$ cat config.mk
export PLATFORM = sky130hd
export DESIGN_NAME = i2s_rx_deserializer
export DESIGN_NICKNAME = d
export VERILOG_FILES = /design/src/rtl/i2s_rx_deserializer.sv
export SDC_FILE = /design/constraint.sdc
export NUM_CORES = 1
export LEC_CHECK = 0
export ABC_AREA = 1
export ABC_CLOCK_PERIOD_IN_PS = 2400
export CAP_MARGIN = 5
export CORE_ASPECT_RATIO = 1.75
export CORE_MARGIN = 2
export CORE_UTILIZATION = 52
export DETAILED_ROUTE_END_ITERATION = 7
export GPL_ROUTABILITY_DRIVEN = 0
export HOLD_SLACK_MARGIN = 0.02
export PLACE_DENSITY = 0.85
export SLEW_MARGIN = 20
export SYNTH_ARGS = -nofsm -noshare
export SYNTH_HDL_FRONTEND = slang
export SYNTH_SLANG_ARGS = --single-unit
export TNS_END_PERCENT = 1
$ cat constraint.sdc
create_clock -name clk_i -period 2.4 [get_ports clk_i]
set_input_delay 0.48 -clock clk_i [delete_from_list [all_inputs] [get_ports clk_i]]
set_output_delay 0.48 -clock clk_i [all_outputs]
set_load 0.02 [all_outputs]
$ cat src/rtl/i2s_rx_deserializer.sv
// I2S receive deserializer: samples ws/sd on SCK strobes, assembles left/right words
// and presents stereo pairs on a valid/ready port. Define I2S_RX_OVERRUN_EN for overrun_o.
module i2s_rx_deserializer #(
  parameter int DATA_WIDTH = 16
) (
  input  logic                  clk_i,
  input  logic                  rst_i,
  input  logic                  sck_posedge_i,
  input  logic                  ws_i,
  input  logic                  sd_i,
  output logic [DATA_WIDTH-1:0] left_o,
  output logic [DATA_WIDTH-1:0] right_o,
  output logic                  valid_o,
  input  logic                  ready_i
`ifdef I2S_RX_OVERRUN_EN
  ,
  output logic                  overrun_o
`endif
);

  localparam int CW = $clog2(DATA_WIDTH + 1);
  localparam int IW = $clog2(DATA_WIDTH);

  typedef enum logic [1:0] {IDLE, LEFT, RIGHT} state_t;

  state_t                  state, state_nxt;
  logic                    ws_q;
  logic [CW-1:0]           bit_cnt;
  logic [DATA_WIDTH-1:0]   acc, acc_bit, held_left, word_val;
  logic                    left_vld;
  logic [IW-1:0]           idx;
  logic                    boundary, capture, word_done, left_done, right_done, pair_fire;

  assign boundary = sck_posedge_i && (ws_i != ws_q);
  assign capture  = sck_posedge_i && !boundary && (state != IDLE) && (bit_cnt < CW'(DATA_WIDTH));
  // bits land directly in their final position, so a short word is already MSB-aligned
  assign idx      = IW'(DATA_WIDTH - 1) - bit_cnt[IW-1:0];

  always_ff @(posedge clk_i) begin
    if (rst_i) state <= IDLE;
    else       state <= state_nxt;
  end

  always_comb begin
    state_nxt = state;
    if (boundary) begin
      case (state)
        IDLE:    if (!ws_i) state_nxt = LEFT;
        LEFT:    if (ws_i)  state_nxt = RIGHT;
        RIGHT:   if (!ws_i) state_nxt = LEFT;
        default: state_nxt = IDLE;
      endcase
    end
  end

  always_comb begin
    acc_bit      = acc;
    acc_bit[idx] = sd_i;
    word_done    = 1'b0;
    word_val     = acc;
    if (boundary && (state != IDLE) && (bit_cnt != '0) && (bit_cnt < CW'(DATA_WIDTH))) begin
      word_done = 1'b1;
    end else if (capture && (bit_cnt == CW'(DATA_WIDTH - 1))) begin
      word_done = 1'b1;
      word_val  = acc_bit;
    end
    left_done  = word_done && (state == LEFT);
    right_done = word_done && (state == RIGHT);
    pair_fire  = right_done && left_vld;
  end

  always_ff @(posedge clk_i) begin
    if (rst_i) begin
      ws_q      <= 1'b0;
      bit_cnt   <= '0;
      acc       <= '0;
      held_left <= '0;
      left_vld  <= 1'b0;
      left_o    <= '0;
      right_o   <= '0;
      valid_o   <= 1'b0;
    end else begin
      if (sck_posedge_i) ws_q <= ws_i;
      if (boundary) begin
        bit_cnt <= '0;
        acc     <= '0;
      end else if (capture) begin
        bit_cnt <= bit_cnt + 1'b1;
        acc     <= acc_bit;
      end
      // a left word pairs with at most one right word
      if (left_done) begin
        held_left <= word_val;
        left_vld  <= 1'b1;
      end else if (pair_fire || (boundary && state_nxt == LEFT)) begin
        left_vld  <= 1'b0;
      end
      if (pair_fire && (!valid_o || ready_i)) begin
        left_o  <= held_left;
        right_o <= word_val;
        valid_o <= 1'b1;
      end else if (valid_o && ready_i) begin
        valid_o <= 1'b0;
      end
    end
  end

`ifdef I2S_RX_OVERRUN_EN
  always_ff @(posedge clk_i) begin
    if (rst_i)                                  overrun_o <= 1'b0;
    else if (pair_fire && valid_o && !ready_i)  overrun_o <= 1'b1;
  end
`endif

endmodule

==> results of run 1 <==
## cell families after synthesis
logic type                 Yosys count
DFF                                 74
adders and majority gates            5
AOI/OAI and AO/OA                   97
buffers and inverters              107
and+or+nand+nor                    243
## worst max-delay path: cells and delay by family, from the launching register on
kind / cells / cell delay, ns
AND/OR/NAND/NOR: 3 / 0.40
adder cells (fa/ha/maj): 2 / 0.44
buffers and inverters: 2 / 0.28
flip-flops: 1 / 0.40
AO/OA/AOI/OAI: 2 / 0.59
## layer usage
layer	share of wire [%]	vias up	GRT usage, %
met3	2.9	29	3.94
met5	0	-	0
met4	4.7	0	16.5
met2	52	73	38.2
li1	-	1687	-
met1	40	1448	24.5
## stage by stage
step,std cells,hold WS [ns],power (mW),instance area (sq um)
floorplan,526,0.445,1.35,3460
global placement,631,0.459,1.39,3910
detailed placement,631,0.461,1.39,3910
CTS,646,0.471,2.68,4200
global route,646,0.483,2.74,4200
finish,646,0.469,2.67,4200
## state kept, by name (all words and copies together), names as in the netlist
signal	flops
left_vld	1
valid_o	1
held_left	16
right_o	16
state	2
acc	16
ws_q	1
bit_cnt	5
left_o	16
## area by class of cell
class,instances,area [sq um]
Inverter,78,293
Tap cell,82,103
Timing Repair Buffer,52,498
Multi-Input combinational cell,345,1540
Sequential cell,74,1480
Clock buffer,13,280
Clock inverter,2,10.0
Fill cell,566,2290
## worst min path at each step
stage	startpoint	end	slack (ns)	depth (start not counted)
2_1_floorplan	held_left[0]$_SDFFE_PP0P_	held_left[0]$_SDFFE_PP0P_	0.44	2
3_3_place_gp	held_left[0]$_SDFFE_PP0P_	held_left[0]$_SDFFE_PP0P_	0.46	2
3_5_place_dp	held_left[0]$_SDFFE_PP0P_	held_left[0]$_SDFFE_PP0P_	0.46	2
4_1_cts	held_left[0]$_SDFFE_PP0P_	held_left[0]$_SDFFE_PP0P_	0.47	2
5_1_grt	held_left[0]$_SDFFE_PP0P_	held_left[0]$_SDFFE_PP0P_	0.48	2
6_report	held_left[2]$_SDFFE_PP0P_	held_left[2]$_SDFFE_PP0P_	0.47	2
## power groups by stage
stage | registers (mW) | clock network (mW) | logic [mW]
finish | 1.25 | 1.29 | 0.122
global route | 1.25 | 1.35 | 0.135
CTS | 1.25 | 1.31 | 0.120
detailed placement | 1.27 | 0 | 0.118
global placement | 1.27 | 0 | 0.116
floorplan | 1.27 | 0 | 0.0804
## cells in the final DEF, fill, tap and decap left out
cell type and count:
o21ai_1 4, dfxtp_1 74, o21ai_0 50, clkdlybuf4s50_1 38, nand4_1 4, o21bai_1 11, buf_12 1, a31oi_1 7
inv_1 77, nand3_1 14, clkbuf_8 4, a211oi_1 2, buf_4 13, ha_1 5, clkinv_2 2, nand2_1 134
o21a_1 1, nor2_1 90, nor2_2 1, clkbuf_16 9, clkinv_1 1, a21oi_1 21, o21ai_2 1
==> flow_summary.rst, run 1 <==
.. list-table::
   :header-rows: 1

   * - Metric
     - Value
   * - Via count of the first global-routing pass
     - 3,034
   * - Yosys cell types
     - 21
   * - Share of synthesized area spent on multiplexers
     - 0%
   * - Post-DR vias/cell
     - 5.01
   * - Post-synthesis instance area
     - 3460 sq um
   * - Predominant post-synthesis flop cell
     - dfxtp_1
   * - I/O pin count
     - 39
   * - Post-layout min period
     - 2.17 ns
   * - Fraction of the mapped netlist area in compound gates
     - 15.4%
   * - Initial standard-cell utilization of the core
     - 53.3%
   * - Biggest area contributors in the synthesized netlist
     - dfxtp_1 43%, nand2_1 15%, nor2_1 9.8%
   * - VDD IR max
     - 430 uV
   * - Detailed Place HPWL
     - 5260 um
   * - Layout area overhead
     - 21.6%
   * - Max cap viols
     - 0
   * - Outcome
     - complete, no violations
   * - Setup slack at placement
     - 0.0798 ns
   * - Largest incremental delay on the critical path
     - 0.45 ns
   * - Synth Warn #
     - 0
   * - Yosys reg bits
     - 74
   * - Final net count
     - 571
   * - Worst reg2reg startpoint
     - bit_cnt[0]$_SDFFE_PP0N_
   * - Clock slew seen by the registers of the worst setup and hold paths
     - 0.06 ns
   * - Number of enable-type register cells in the synthesized netlist
     - 0
   * - Internal power summed over all cells
     - 2.09 mW
   * - CP startpoint kind
     - register
   * - Total CTS buffers
     - 9
   * - Number of sinks driven by the clock tree
     - 74
   * - Clock insertion delay at the later pin of the skew report
     - 0.34 ns
   * - Final Hold Vio Count
     - 0
   * - Number of input and output port buffers inserted
     - 38
   * - Portion of total power attributed to the clock network
     - 48.6%
   * - Most common cell on crit path
     - ha_1
   * - Worst-Margin Slew
     - 0.526 ns
   * - Global-route wire length before repair
     - 13,000 um
   * - Cell at the root of the clock tree
     - clkbuf_16
   * - FFs w/ async S/R, synth
     - 0%
   * - Net Sw Frac
     - 21.7%
   * - Clock tree buffer depth
     - 2
   * - Type of element capturing the critical path
     - register
   * - CTS tree
     - built
   * - Arrival time at the worst endpoint
     - 2.44 ns
   * - Number of iterations in the first detailed-routing pass
     - 4
   * - Unrepaired setup endpoints after global routing
     - false
   * - CTS-repair resized insts
     - 0
   * - Width of the die
     - 65.6 um
   * - R2r worst-path depth
     - 9
   * - Achievable Freq
     - 462 MHz
   * - Proportion of power drawn by combinational gates
     - 4.6%
   * - Number of pins with negative max-slew slack in the final report
     - 0
   * - Setup-failing EPs final
     - 0
   * - Number of antenna violations at the first check in global routing
     - 0
   * - Avg WL per Cell
     - 12.0 um
   * - Xor and xnor area share after synthesis
     - 0%
   * - Wire length after detailed routing
     - 7770 um
   * - Worst-path maximum fanout
     - 29
   * - Share of post-route cells with drive strength above 1
     - 5.50%
   * - Die Y-Extent
     - 112 um
   * - Dominant combinational cell family by area after synthesis
     - simple AND/OR/NAND/NOR gates
   * - Area share of the largest cell type after synthesis
     - 42.9%
   * - Power Dens Cells
     - 634 nW/um^2
   * - Number of setup buffers added after CTS
     - 0
   * - Worst rel slew slack
     - 64.6%
   * - Reg2reg end
     - right_o[15]$_SDFFE_PP0P_
   * - DRC violations left
     - 0
   * - End point of the critical path
     - right_o[15]$_SDFFE_PP0P_
   * - Power share of the sequential group
     - 46.8%
   * - Accumulated negative setup slack
     - 0 ns
   * - Core Footprint
     - 6490 sq um
   * - Cell taking the most area after synthesis
     - dfxtp_1
   * - Slack of the worst reg-to-reg path
     - 0.23 ns
   * - Total track usage
     - 22.6%
   * - P_sw
     - 0.580 mW
   * - Post-Synth Adder-Cell Area
     - 1.81%
   * - Path category of the worst min-delay check
     - reg2reg
   * - Required time at the worst-slack endpoint
     - 2.67 ns
   * - Number of nets in the synthesized netlist
     - 537
   * - Number of H-tree branching levels
     - 3
   * - Core Util, Final
     - 64.8%
   * - Antenna Diode Count
     - 0
   * - Simple-gate portion of the synthesized area
     - 27.3%
   * - Period Utilization, post-route
     - 90.2%
   * - Vias
     - 3,237
   * - Remaining antenna violation count after routing
     - 0
   * - Overall overflow remaining after global route
     - 0
   * - Post-synthesis average cell area
     - 6.57 sq um
   * - Die area
     - 7340 sq um
   * - Library cell with the highest instance count after synthesis
     - nand2_1
   * - Hold-fix buffers, CTS
     - 0
   * - Setup clock skew after layout
     - 0.00622 ns
   * - Critical Path Source
     - bit_cnt[0]$_SDFFE_PP0N_
   * - Sequential cell area fraction in the yosys report
     - 42.9%
   * - DR iter-0 viols
     - 215
   * - Critical path type
     - reg2reg
   * - Library cell contributing the largest single delay on the critical path
     - o21ai_0
   * - Most common library cells after synthesis
     - 134 x nand2_1, 90 x nor2_1, 77 x inv_1
   * - Leakage component of the power
     - 1.92 nW
   * - Cells along the critical path
     - ha_1 -> nand2_1 -> inv_1 -> ha_1 -> nand3_1 -> buf_12 -> o21ai_0 -> o21bai_1 -> nor2_1
   * - Core Rows
     - 39
   * - Worst setup margin
     - 0.235 ns
   * - Post-Synthesis Cells
     - 526
   * - Pin count of the biggest net entering global routing
     - 38
No activity file was read; power rests on OpenSTA's default activity.
==> run 2: changes to the inputs <==
Settings changed: SKIP_LAST_GASP set to 1.
==> results of run 2 <==
No change in the layout: final DEF, timing and power equal those of run 1.
==> run 3: changes to the inputs <==
Settings changed: GPL_TIMING_DRIVEN set to 0.
==> run 3 against run 2 <==
  * Final cell count is 2.2% higher
  * Sequential power hardly changed
  * Register-to-register slack worse by 0.05 ns
==> flow_summary.rst, run 3 (synthesized netlist as in run 1, its figures left out) <==
.. list-table::
   :header-rows: 1

   * - Metric
     - Value
   * - Die Y-Extent
     - 112 um
   * - M2 GR Usage
     - 44.0%
   * - Post-DR vias/cell
     - 5.19
   * - Total of fill cells in the finished design
     - 523
   * - Global-route wire length before repair
     - 13,900 um
   * - Net Sw Frac
     - 21.1%
   * - GRT met1 Usage
     - 23.4%
   * - Setup clock skew after layout
     - 0.00527 ns
   * - VDD IR max
     - 388 uV
   * - Critical path type
     - reg2reg
   * - Accumulated negative setup slack
     - 0 ns
   * - Number of H-tree branching levels
     - 3
   * - Core Rows
     - 39
   * - CTS tree
     - built
   * - Power share of the sequential group
     - 45.7%
   * - Cell at the root of the clock tree
     - clkbuf_16
   * - Overall overflow remaining after global route
     - 0
   * - Layout Cells excl Fill
     - 660
   * - Clock slew seen by the registers of the worst setup and hold paths
     - 0.06 ns
   * - Width of the die
     - 65.6 um
   * - Share of post-route cells with drive strength above 1
     - 5.02%
   * - Final Hold Vio Count
     - 0
   * - Via count of the first global-routing pass
     - 3,311
   * - Antenna Diode Count
     - 0
   * - DRC violations left
     - 0
   * - Period Utilization, post-route
     - 92.5%
   * - Portion of total power attributed to the clock network
     - 49.9%
   * - Cells along the critical path
     - ha_1 -> nand2_1 -> inv_1 -> ha_1 -> nand3_1 -> o21ai_2 -> nand4_1 -> buf_4 -> buf_4 -> o21bai_1 -> nor2_1
   * - Most crowded layer after global routing
     - met2
   * - Total CTS buffers
     - 9
   * - Leakage component of the power
     - 1.92 nW
   * - Path category of the worst min-delay check
     - reg2reg
   * - Detailed Place HPWL
     - 6050 um
   * - Die area
     - 7340 sq um
   * - Library cell contributing the largest single delay on the critical path
     - dfxtp_1
   * - Number of input and output port buffers inserted
     - 37
   * - Power Dens Cells
     - 646 nW/um^2
   * - Count of placed standard cells including taps
     - 645
   * - DR iter-0 viols
     - 305
   * - Pin count of the biggest net entering global routing
     - 12
   * - Slack of the worst reg-to-reg path
     - 0.18 ns
   * - Type of element capturing the critical path
     - register
   * - Number of pins with negative max-slew slack in the final report
     - 0
   * - CTS-repair resized insts
     - 0
   * - Leading cell type in the layout, fill and taps excluded
     - nand2_1
   * - Largest incremental delay on the critical path
     - 0.40 ns
   * - Arrival time at the worst endpoint
     - 2.44 ns
   * - Clock tree buffer depth
     - 2
   * - Internal power summed over all cells
     - 2.16 mW
   * - Clock insertion delay at the later pin of the skew report
     - 0.34 ns
   * - I/O pin count
     - 39
   * - CP startpoint kind
     - register
   * - Avg WL per Cell
     - 12.8 um
   * - Number of setup buffers added after CTS
     - 0
   * - Worst rel slew slack
     - 66.5%
   * - GR met3 Demand/Resource
     - 5.45%
   * - Wire length after detailed routing
     - 8480 um
   * - Outcome
     - complete, no violations
   * - Worst-path maximum fanout
     - 10
   * - Unrepaired setup endpoints after global routing
     - false
   * - Most frequent cells in the layout
     - 134 x nand2_1, 90 x nor2_1, 77 x inv_1
   * - Remaining antenna violation count after routing
     - 0
   * - Setup-failing EPs final
     - 0
   * - Total track usage
     - 24.4%
   * - Initial standard-cell utilization of the core
     - 53.3%
   * - Post-layout min period
     - 2.22 ns
   * - Layout area overhead
     - 22.5%
   * - Number of antenna violations at the first check in global routing
     - 0
   * - Hold-fix buffers, CTS
     - 0
   * - Worst-Margin Slew
     - 0.502 ns
   * - Core Footprint
     - 6490 sq um
   * - P_sw
     - 0.577 mW
   * - Vias
     - 3,426
   * - Final net count
     - 585
   * - Number of iterations in the first detailed-routing pass
     - 6
   * - Achievable Freq
     - 451 MHz
   * - Max cap viols
     - 0
   * - Proportion of power drawn by combinational gates
     - 4.4%
   * - Number of sinks driven by the clock tree
     - 74
   * - Required time at the worst-slack endpoint
     - 2.62 ns
-- run 3: power by group through the flow --
stage | combinational (mW) | clock, mW | sequential (mW)
4_1_cts | 0.118 | 1.37 | 1.25
5_1_grt | 0.133 | 1.42 | 1.25
6_report | 0.121 | 1.37 | 1.25
3_5_place_dp | 0.117 | 0 | 1.28
3_3_place_gp | 0.114 | 0 | 1.27
2_1_floorplan | 0.0804 | 0 | 1.27
-- run 3: cell type report --
type / instances / area, sq um / area share [%]
inverter: 78 / 293 / 6.91
tap: 82 / 103 / 2.42
clock buffer: 13 / 270 / 6.38
buffer: 29 / 145 / 3.43
timing repair buffer: 37 / 370 / 8.74
multi-input combinational: 345 / 1540 / 36.3
clock inverter: 2 / 35.0 / 0.827
sequential: 74 / 1480 / 35.0
-- run 3: routing by layer --
layer | vias to the layer above | part of all wire (%) | routed length, um
met5 | - | 0 | 0
met4 | 0 | 5.4 | 456
met3 | 41 | 4.4 | 376
met2 | 127 | 53 | 4480
met1 | 1544 | 37 | 3170
li1 | 1714 | - | -
-- run 3: worst paths after layout --
path / startpoint / end / cells after the start
setup / recovery: bit_cnt[0]$_SDFFE_PP0N_ / right_o[14]$_SDFFE_PP0P_ / 11
setup reg to reg: bit_cnt[0]$_SDFFE_PP0N_ / right_o[14]$_SDFFE_PP0P_ / 11
hold / removal: held_left[0]$_SDFFE_PP0P_ / held_left[0]$_SDFFE_PP0P_ / 2
hold reg to reg: held_left[0]$_SDFFE_PP0P_ / held_left[0]$_SDFFE_PP0P_ / 2
-- run 3: worst max-delay path: cells and delay by family (launching register included) --
family	cells	cell delay, ns
buffers and inverters	3	0.46
AOI/OAI and AO/OA	2	0.34
adders and majority gates	2	0.43
and+or+nand+nor	4	0.48
DFF	1	0.40
-- run 3: stage by stage --
stage	total power, mW	area, sq um	hold slack [ns]	setup WS, ns	utilization, %
after global placement	1.39	3930	0.460	0.0544	60.6
after global routing	2.80	4240	0.499	0.0366	65.3
after detailed placement	1.39	3930	0.460	0.0261	60.6
final	2.74	4240	0.474	0.181	65.3
after CTS	2.73	4240	0.469	0.240	65.3
after floorplan	1.35	3460	0.445	0.630	-
==> RTL edit 1 (config.mk and constraints of run 1) <==
The parameter `DATA_WIDTH` goes from 16 to 32.
--- a/src/rtl/i2s_rx_deserializer.sv
+++ b/src/rtl/i2s_rx_deserializer.sv
@@ -1,7 +1,7 @@
 // I2S receive deserializer: samples ws/sd on SCK strobes, assembles left/right words
 // and presents stereo pairs on a valid/ready port. Define I2S_RX_OVERRUN_EN for overrun_o.
 module i2s_rx_deserializer #(
-  parameter int DATA_WIDTH = 16
+  parameter int DATA_WIDTH = 32
 ) (
   input  logic                  clk_i,
   input  logic                  rst_i,
Ports: changed (resized left_o and right_o); port bits go from 39 to 71. The function was not compared with the original's and may differ.
==> RTL edit 1 against run 1 <==
  * Critical path depth unchanged
  * Non-clock buffer count grew 43
  * Routed wire length up 76%
  * Cell area grew 76%
  * Sequential cell count increased by 65
  * Area after synthesis increased by 72%
  * Sequential share of layout area increased by 2.3 points
  * Global-route usage up 0.070 points
  * Clock power rose by 100%
  * First-iteration DRC count grew 67%
  * Worst setup slack gained 200 ps
  * Power is 90% higher
  * Final cell count increased by 66%
  * Die area rose by 68%
  * Critical endpoint is now held_left[18]
  * Largest cell class is now sequential cells
==> RTL edit 1: results (changes against run 1) <==
stage	metric	value	unit	change
synthesis	synth_cells	858		+63%
clock_network	postCtsResizedCells	0		unchanged
synthesis	ys_seq_area_share	46.8	%	+3.9 points
clock_network	clock_path_buffers	2		unchanged
worst_hold_path	min_path_type	reg2reg		
routing	vias	5410		+67%
clock_network	clkTransAtPathRegs	60	ps	about the same
clock_network	cts_root_buf	clkbuf_16		
routing	viasPerCell	5.04		+0.62%
power	p_leak	3.28	nW	+71%
power	ir_worst_vdd	0.550	mV	+28%
clock_network	cts_max_level	4		+1
synthesis	ys_warn_count	0		unchanged
timing	tightestPinTransition	559	ps	+32.6 ps
global_route	grt_max_degree	66		+74%
global_route	grt_util_all_layers	22.7	%	+0.070 points
timing	fin_skew	5.80	ps	-0.421 ps
routing	firstDrtPassIters	5		+1
finish	drive_gt1_share	6.48	%	+0.99 points
placed_design	hpwl	9010	um	+71%
outcome	status	complete, no violations		
finish	nets	938		+64%
clock_network	post_cts_buffers	0		unchanged
routing	first_iter_violations	359		+67%
critical_path	cp_max_fo	18		-38%
synthesis	syn_nets	868		+62%
clock_network	clk-insertion-delay-late	410	ps	+70 ps
synthesis	yosys-top-cells-area	dfxtp_1 (47%), nor2_1 (11%), nand2_1 (11%)		
finish	fin_util	66.3	%	+1.6 points
synthesis	synthArstFlopShare	0	%	unchanged
routing	wl	13700	um	+76%
clock_network	numCtsBuffers	17		+8
global_route	antenna_found_initial	0		unchanged
critical_path	max_stage_delay	430	ps	-20 ps
global_route	grt_pass1_vias	5200		+71%
global_route	grt_pass1_wl	23000	um	+77%
placed_design	dpl_cell_area	6820	um2	+74%
critical_path	cp_slowest_cell	dfxtp_1		
finish	num_antenna_cells	0		unchanged
synthesis	yosysUniqueCellTypes	26		+24%
global_route	overflow	0		unchanged
synthesis	yosys-top-cells-count	nor2_1 (181), nand2_1 (180), dfxtp_1 (139), inv_1 (118), o21ai_0 (77)		
placed_design	portBuffers	70		+84%
synthesis	ys.flop_type	dfxtp_1		
placed_design	dp.cells	1041		+65%
## RTL edit 1: final cells by class
class / count / area, um2
multi-input cells: 554 / 2460
clock inverters: 10 / 116
clock buffers: 22 / 474
flip-flops and latches: 139 / 2780
repair buffers: 95 / 951
inverters: 121 / 454
fillers: 881 / 3760
well taps: 132 / 165
## RTL edit 1: final timing paths
check / cells past startpoint / endpoint / slack [ps] / startpoint
min reg2reg: 2 / held_left[28] / 480 / held_left[28]
min: 2 / held_left[28] / 480 / held_left[28]
max reg2reg: 9 / held_left[18] / 440 / bit_cnt[0]
max: 9 / held_left[18] / 440 / bit_cnt[0]
## RTL edit 1: cells by family (layout without fill, tap and decap cells)
family / count (synthesis) / in the layout / synth area share (%)
adder cells (fa/ha/maj): 4 / 4 / 0.841
AO/OA/AOI/OAI: 168 / 168 / 15.5
AND/OR/NAND/NOR: 382 / 382 / 25.0
buffers and inverters: 165 / 248 / 11.9
flip-flops: 139 / 139 / 46.8
## RTL edit 1: critical path, delay by kind of cell, from the launching register on
family | cells | cell delay [ps]
fa+ha+maj | 1 | 220
flops | 1 | 430
buf+inv | 2 | 340
compound gates | 1 | 240
simple gates | 5 | 600
## RTL edit 1: metrics by stage
step / setup slack, ps / hold slack, ps
after global routing: 293 / 487
after detailed placement: 159 / 459
after floorplan: 702 / 444
final: 437 / 484
after CTS: 463 / 480
after global placement: 195 / 454
## RTL edit 1: power by group
part	switching, mW	total [mW]	leakage [nW]	internal [mW]
Combinational	0.0965	0.149	1.89	0.0529
Sequential	0.0117	2.33	1.12	2.32
Clock	0.973	2.58	0.274	1.61
Total	1.08	5.06	3.28	3.98
## RTL edit 1: layer usage
layer  GRT usage [%]  share of wire, %  vias up  wire length [um]
met5               0                 0        -                 0
met4            11.6               3.5        0               482
met3            4.88               3.6       35               492
met2            40.9                52      142              7150
met1            24.5                41     2453              5580
li1                -                 -     2780                 -
==> RTL edit 2 (settings of run 1) <==
Made on the original files. Encoding of `state_t`: now one-hot (3 bits for 3 states).
--- a/src/rtl/i2s_rx_deserializer.sv
+++ b/src/rtl/i2s_rx_deserializer.sv
@@ -21,7 +21,7 @@
   localparam int CW = $clog2(DATA_WIDTH + 1);
   localparam int IW = $clog2(DATA_WIDTH);
 
-  typedef enum logic [1:0] {IDLE, LEFT, RIGHT} state_t;
+  typedef enum logic [2:0] {IDLE = 3'b001, LEFT = 3'b010, RIGHT = 3'b100} state_t;
 
   state_t                  state, state_nxt;
   logic                    ws_q;
Formal check against the unedited RTL: same outputs for any inputs over 10 cycles, from zero or initial values and one cycle with rst_i high; not proved beyond that.
==> RTL edit 2 against run 1 <==
  * Sequential cell count up 1
  * Area after synthesis rose by 4.0%
  * Via count grew 6.4%
  * Worst setup slack improved by 15 ps
  * Final cell count fell by 0.31%
  * Routed wire length is 8.6% higher
  * Power grew 7.9%
  * Cell area is 4.3% higher
  * Largest power group unchanged
==> RTL edit 2: results (changes against run 1) <==
stage	metric	value	unit	change
outcome	status	complete, no violations		
placed_design	hpwl	5800	um	+10%
timing	fin_skew	4.88	ps	-1.35 ps
synthesis	ys_seq_area_share	41.8	%	-1.1 points
clock_network	cts_max_level	3		unchanged
synthesis	yosys-top-cells-count	nand2_1 (152), dfxtp_1 (75), inv_1 (56), a21oi_1 (48)		
power	p_leak	1.72	nW	-10%
finish	num_antenna_cells	0		unchanged
routing	first_iter_violations	360		+67%
finish	nFillCells	572		+1.1%
critical_path	arrival	2410	ps	-30 ps
placed_design	portBuffers	38		unchanged
clock_network	clk-insertion-delay-late	330	ps	
finish	drive_gt1_share	7.32	%	+1.8 points
worst_hold_path	min_path_type	reg2reg		
synthesis	yosys-top-cells-area	dfxtp_1 (42%), nand2_1 (16%), a21oi_1 (6.7%)		
clock_network	cts_root_buf	clkbuf_16		
synthesis	yosysMostFrequentCell	nand2_1		
critical_path	max_stage_delay	410	ps	-40 ps
synthesis	syn_nets	533		-0.74%
finish	nets	566		-0.88%
routing	firstDrtPassIters	5		+1
clock_network	post_cts_buffers	0		unchanged
clock_network	postCtsResizedCells	0		unchanged
synthesis	ys.flop_type	dfxtp_1		
critical_path	cp_slowest_cell	dfxtp_1		
clock_network	clock_path_buffers	2		unchanged
finish	fin_cells	644		-0.31%
global_route	grt_max_degree	49		+29%
power	switchingPower	608	uW	+4.9%
global_route	antenna_found_initial	0		unchanged
synthesis	synthArstFlopShare	0	%	unchanged
placed_design	dp.cells	628		-0.48%
global_route	grt_pass1_wl	14100	um	+8.6%
placed_design	dpl_cell_area	4060	um2	+3.6%
power	ir_worst_vdd	0.490	mV	+14%
clock_network	numCtsBuffers	9		unchanged
critical_path	cp_max_fo	29		unchanged
global_route	grt_pass1_vias	3243		+6.9%
global_route	grt_util_all_layers	23.9	%	+1.3 points
synthesis	yosysUniqueCellTypes	24		+14%
clock_network	clkTransAtPathRegs	60	ps	about the same
synthesis	ys_warn_count	0		unchanged
routing	viasPerCell	5.35		+6.7%
timing	max_slew_margin	72.5	%	+8.0 points
placed_design	place_ws	83.2	ps	+3.34 ps
synthesis	avgSynthCellArea	6.89	um2	+4.8%
routing	wl	8440	um	+8.6%
==> RTL edit 2: cells by family after synthesis <==
group | after synthesis | synth area share [%]
AOI/OAI and AO/OA | 87 | 13.6
adders and majority gates | 5 | 1.74
and+or+nand+nor | 268 | 32.2
buffers and inverters | 87 | 10.6
DFF | 75 | 41.8
==> RTL edit 2: metal layers <==
metal | routed length (um) | share of wire, % | global-route usage, %
met1 | 3320 | 39 | 25.5
met3 | 354 | 4.2 | 5.13
met5 | 0 | 0 | 0
met2 | 4470 | 53 | 41.9
met4 | 284 | 3.4 | 14.1
==> RTL edit 2: cell type report <==
type,count,area [um2],share of cell area [%]
multi-input cells,360,1710,39.0
flip-flops and latches,75,1500,34.2
repair buffers,52,523,11.9
clock buffers,12,256,5.85
inverters,57,214,4.88
well taps,84,105,2.40
clock inverters,4,72.6,1.66
==> RTL edit 2: power by group through the flow <==
| stage | Clock, mW | Combinational [mW] | Sequential [mW] |
|---|---|---|---|
| finish | 1.47 | 0.144 | 1.26 |
| global route | 1.54 | 0.158 | 1.26 |
| CTS | 1.49 | 0.143 | 1.26 |
| detailed placement | 0 | 0.141 | 1.29 |
| global placement | 0 | 0.138 | 1.29 |
| floorplan | 0 | 0.101 | 1.29 |
==> RTL edit 2: worst paths after layout <==
kind,cells after the start,end,slack (ps),startpoint
max,9,left_o[0],250,bit_cnt[0]
min,2,left_o[9],460,left_o[9]
max reg2reg,9,left_o[0],250,bit_cnt[0]
min reg2reg,2,left_o[9],460,left_o[9]
==> RTL edit 2: worst max-delay path, delay by kind of cell (launching register included) <==
family	cells	cell delay (ps)
flops	1	410
compound gates	1	200
fa+ha+maj	2	480
simple gates	4	580
buf+inv	2	410
